$ cat src/rtl/mem_arbiter_multi.sv
// Two-port round-robin memory arbiter with a fixed 3-cycle transaction latency.
// Port 0 is the CPU, port 1 is debug/DMA; misaligned accesses complete with oErr.
module mem_arbiter_multi #(
    parameter int DATA_W = 32,
    parameter int ADDR_W = 32
) (
    input  logic              iCLK,
    input  logic              iRST,
    input  logic              iReq0,
    input  logic              iReq1,
    input  logic              iWe0,
    input  logic              iWe1,
    input  logic [ADDR_W-1:0] iAddr0,
    input  logic [ADDR_W-1:0] iAddr1,
    input  logic [DATA_W-1:0] iWData0,
    input  logic [DATA_W-1:0] iWData1,
    output logic              oGnt0,
    output logic              oGnt1,
    output logic              oDone0,
    output logic              oDone1,
    output logic              oErr,
    output logic [DATA_W-1:0] oRData,
    output logic [ADDR_W-1:0] oMemAddr,
    output logic [DATA_W-1:0] oMemWData,
    output logic              oMemRE,
    output logic              oMemWE,
    input  logic [DATA_W-1:0] iMemRData,
    output logic              oBusy
);

    typedef enum logic [2:0] {
        IDLE, RD0, RD1, WR0, WR1, DONE
    } state_t;

    state_t            r_state;
    logic              r_ptr;
    logic              r_owner;
    logic              r_we;
    logic              r_err;
    logic [1:0]        r_wait;
    logic [ADDR_W-1:0] r_addr;
    logic [DATA_W-1:0] r_wdata;
    logic [DATA_W-1:0] r_rdata;

    logic              w_any;
    logic              w_win;
    logic              w_sel_we;
    logic [ADDR_W-1:0] w_sel_addr;
    logic [DATA_W-1:0] w_sel_wdata;
    logic              w_fin;
    logic              w_rd;
    logic              w_wr;

    // r_ptr holds the last winner; on contention the other port is chosen
    always_comb begin
        w_any       = iReq0 | iReq1;
        w_win       = (iReq0 & iReq1) ? ~r_ptr : iReq1;
        w_sel_we    = w_win ? iWe1 : iWe0;
        w_sel_addr  = w_win ? iAddr1 : iAddr0;
        w_sel_wdata = w_win ? iWData1 : iWData0;
    end

    always_ff @(posedge iCLK or posedge iRST) begin
        if (iRST) begin
            r_state <= IDLE;
            r_ptr   <= 1'b1;
            r_owner <= 1'b0;
            r_we    <= 1'b0;
            r_err   <= 1'b0;
            r_wait  <= 2'd0;
            r_addr  <= '0;
            r_wdata <= '0;
            r_rdata <= '0;
        end else begin
            case (r_state)
                IDLE: begin
                    if (w_any) begin
                        r_ptr   <= w_win;
                        r_owner <= w_win;
                        r_we    <= w_sel_we;
                        r_addr  <= w_sel_addr;
                        r_wdata <= w_sel_wdata;
                        if (w_sel_addr[1:0] != 2'b00) begin
                            // misaligned: idle in DONE so latency matches a real access
                            r_err   <= 1'b1;
                            r_wait  <= 2'd2;
                            r_state <= DONE;
                        end else if (w_sel_we) begin
                            r_state <= WR0;
                        end else begin
                            r_state <= RD0;
                        end
                    end
                end
                RD0: r_state <= RD1;
                RD1: begin
                    r_rdata <= iMemRData;
                    r_state <= DONE;
                end
                WR0: r_state <= WR1;
                WR1: r_state <= DONE;
                DONE: begin
                    if (r_wait != 2'd0) begin
                        r_wait <= r_wait - 2'd1;
                    end else begin
                        r_err   <= 1'b0;
                        r_state <= IDLE;
                    end
                end
                default: r_state <= IDLE;
            endcase
        end
    end

    assign w_fin = (r_state == DONE) && (r_wait == 2'd0);
    assign w_rd  = (r_state == RD0) || (r_state == RD1);
    assign w_wr  = (r_state == WR0) || (r_state == WR1);

    assign oBusy     = (r_state != IDLE);
    assign oGnt0     = oBusy & ~r_owner;
    assign oGnt1     = oBusy & r_owner;
    assign oDone0    = w_fin & ~r_owner;
    assign oDone1    = w_fin & r_owner;
    assign oErr      = w_fin & r_err;
    assign oRData    = r_rdata;
    assign oMemRE    = w_rd;
    assign oMemWE    = w_wr;
    assign oMemAddr  = (w_rd | w_wr) ? r_addr : '0;
    assign oMemWData = w_wr ? r_wdata : '0;

endmodule

$ cat config.mk
export PLATFORM = sky130hd
export DESIGN_NAME = mem_arbiter_multi
export DESIGN_NICKNAME = d
export VERILOG_FILES = /design/src/rtl/mem_arbiter_multi.sv
export SDC_FILE = /design/constraint.sdc
export NUM_CORES = 1
export LEC_CHECK = 0
export CAP_MARGIN = 20
export CORE_MARGIN = 2
export CORE_UTILIZATION = 41
export CTS_CLUSTER_DIAMETER = 50
export DETAILED_ROUTE_END_ITERATION = 8
export PLACE_DENSITY = 0.81
export SLEW_MARGIN = 20
export SYNTH_ARGS = -nofsm -noshare
export SYNTH_HDL_FRONTEND = slang
export SYNTH_SLANG_ARGS = --single-unit
export TNS_END_PERCENT = 20
$ cat constraint.sdc
create_clock -name iCLK -period 4.6 [get_ports iCLK]
set_input_delay 0.92 -clock iCLK [delete_from_list [all_inputs] [get_ports iCLK]]
set_output_delay 0.92 -clock iCLK [all_outputs]
set_load 0.02 [all_outputs]
==> summary.md <==
| Metric | Value |
|---|---|
| RSZ-0062 raised after global routing | `false` |
| Final min period | `around 3.6 ns` |
| Core area | `0.0127 sq mm` |
| Synth Area in Adders | `0.00233` |
| Final worst path period share | `0.793` |
| Compound-Gate Fraction of Synth Area | `0.0172` |
| CTS tree | `built` |
| Min-delay worst type | `reg2reg` |
| R2R cell count | `5` |
| Vias per cell | `4.85` |
| CP bufs+invs | `2` |
| Hold Vio Cnt, Final | `0` |
| Max-cap violations | `0` |
| PortBufs | `269` |
| Top_reg_cell synth | `dfrtp_1` |
| Die Area | `0.0140 sq mm` |
| Post-layout power | `5.45 mW` |
| Largest stage delay on the critical path | `0.68 ns` |
| Share of cells above drive strength 1 | `0.255` |
| Clk buf depth | `2` |
| Most frequent cell after synthesis | `mux2_2` |
| Data arrival, critical path | `~2.7 ns` |
| Pre-CTS setup slack | `1.17 ns` |
| Antenna cell count | `0` |
| Via Count | `roughly 4100` |
| Post-synthesis xor/xnor area fraction | `0.00326` |
| Syn avg cell area | `13.3 sq um` |
| Max Clock Freq | `274 MHz` |
| Slew Limit Fails | `0` |
| Top cells by area, synth | `dfrtp_1, mux2_2, and2_1` |
| Mapped Cells | `404` |
| Worst slew pin tran | `0.791 ns` |
| Hold_sp | `r_wdata[22]` |
| Worst clock skew | `0.0104 ns` |
| Worst setup SP type | `flip-flop` |
| FF-to-FF End | `r_wdata[15]` |
| I/O pin cnt | `270` |
| Die Y | `118 um` |
| Final instance area | `roughly 0.0085 sq mm` |
| Fraction of synthesized area in multiplexers | `0.349` |
| Instance area after placement | `0.00818 sq mm` |
| Std-Cell Rows | `41` |
| Final #Nets | `833` |
| Worst flop-to-flop path startpoint | `r_state[1]` |
| Fin cells | `843` |
| CTS sink cnt | `104` |
| Antenna Nets Post-Route | `0` |
| Worst Hold Path Cells | `1` |
| Netlist cell types | `38` |
| Worst hold endpoint | `r_wdata[22]` |
| Yosys reg bits | `about 100` |
| Sequential-to-total area share from yosys stat | `0.485` |
| Hold_buf cts | `0` |
| Netlist Area Pre-Place | `between 0.005 and 0.006 sq mm` |
| Post-synth EDFFs | `0` |
| Postcts setup bufs | `0` |
| Final Util | `0.667` |
| CTS resizes | `0` |
| WHS | `roughly 0.48 ns` |
| Largest net degree at the start of global routing | `91` |
| DRT iter0 DRCs | `124` |
| Crit. End Element | `output port` |
| Die span in x | `about 120 um` |
| Critical Path Stages | `5` |
| Crit-path cells | `nand2b_1 > o22ai_2 > buf_4 > and2_1 > clkdlybuf4s50_1` |
| Synth Area in Simple Gates | `0.107` |
| Kind of critical path | `reg2out` |
| Root Buffer | `clkbuf_16` |
| Ys async rst share | `1.00` |
| # DRC | `0` |
| GRT Overall Usage | `0.197` |
| Synth top area share | `0.480` |
| Largest fanout on the critical path | `21` |
| Critical path's top delay family | `buffers and inverters` |
| Post-synth top area cell | `dfrtp_1` |
| Placed Cells | `roughly 830` |
| TritonCTS Buffers | `9` |
| First-pass iteration count of the detailed router | `4` |
| Leakage power | `3.42 nW` |
| CP Data Required Time | `3.68 ns` |
| Worst setup margin | `0.951 ns` |
| Gr ovfl total | `0` |
| Setup TNS Final | `0 ns` |
| Initial core utilization | `0.422` |
| Average wire per cell in the routed design | `between 15 and 20 um` |
| Reg clk slew, reported paths | `0.07 ns` |
| Yosys warnings | `0` |
| GP Congestion | `0.819` |
| Peak VDD IR | `374 uV` |
| Post-DP HPWL | `about 11 mm` |
| Synthesized Nets | `approximately 570` |
| Final setup viols | `0` |
| PwrDens | `642 mW/mm^2` |
| Total number of H-tree levels | `3` |
| Slowest cell on the critical path | `dfrtp_1` |
| Largest family of logic cells by synthesized area | `multiplexers` |
| Synth cell count leaders | `mux2_2, dfrtp_1, and2_1` |
| Slew HR | `0.473` |
| First-pass GRT wire length | `22.2 mm` |
| Vias in the first global route | `4343` |
| Initial antenna violation count | `0` |
| Post-Route WL | `around 14 mm` |
| Worst skew pair latency | `0.34 ns` |
| Synth-to-layout area growth | `57.9%` |
| Status | `completed` |
| R2r setup slk | `around 2.3 ns` |
[worst max path at each step]
stage / startpoint / end
3_5_place_dp: r_state[1] / oMemAddr[15]
4_1_cts: r_state[1] / oMemAddr[15]
5_1_grt: r_state[2] / oMemWData[22]
3_3_place_gp: r_state[1] / oMemAddr[7]
6_report: r_state[2] / oMemWData[27]
2_1_floorplan: iRST / oRData[0]
[cells by family (layout without fill, tap and decap cells)]
| family | count (synthesis) | in the layout |
|---|---|---|
| buf+inv | 31 | 298 |
| xor+xnor | 2 | 2 |
| mux | 165 | 165 |
| fa+ha+maj | 1 | 1 |
| flops | 104 | 104 |
| compound gates | 12 | 12 |
| simple gates | 89 | 89 |
[metal layers]
layer  track usage  wire [um]  share of wire  up-vias
li1              -          -              -     1937
met1         0.222       5380           0.39     1958
met2         0.356       7210           0.52      168
met3        0.0536       1050          0.075       22
met4        0.0707        327          0.023        0
met5             0          0              0        -
[worst register-to-register path: stages, from the launching register on]
cell	delay [ns]
dfrtp_1	0.56
nor3_4	0.33
inv_2	0.09
nor2_4	0.37
buf_4	0.44
mux2_1	0.40
[sequential cells by signal, summed over array words and instances, names as in the netlist]
signal / cells
oRData: 32
r_addr: 32
r_wdata: 32
r_state: 3
r_wait: 2
r_err: 1
r_owner: 1
r_ptr: 1
[layout make-up]
class / instances / area [sq um]
multi-input cells: 269 / 2590
inverters: 5 / 23.8
repair buffers: 277 / 2760
clock buffers: 11 / 233
well taps: 172 / 215
clock inverters: 5 / 56.3
flip-flops and latches: 104 / 2600
fillers: 961 / 4240
[cell usage in the layout, fill, tap and decap left out, drive strengths merged, types with 2 or more instances in the layout]
| cell type | n |
|---|---|
| nand2b | 3 |
| clkdlybuf4s50 | 269 |
| nor3b | 3 |
| dfrtp | 103 |
| a211oi | 2 |
| mux2i | 2 |
| and2 | 67 |
| o21ai | 2 |
| clkbuf | 11 |
| buf | 8 |
| inv | 6 |
| xnor2 | 2 |
| nor2 | 8 |
| clkinv | 2 |
| nand2 | 2 |
| mux2 | 163 |
[report_power, final]
group	internal (mW)	switching (mW)
registers	1.38	0.276
logic	1.65	1.39
clock network	0.423	0.328
total	3.46	1.99
Power figures use the tool's default switching activity.
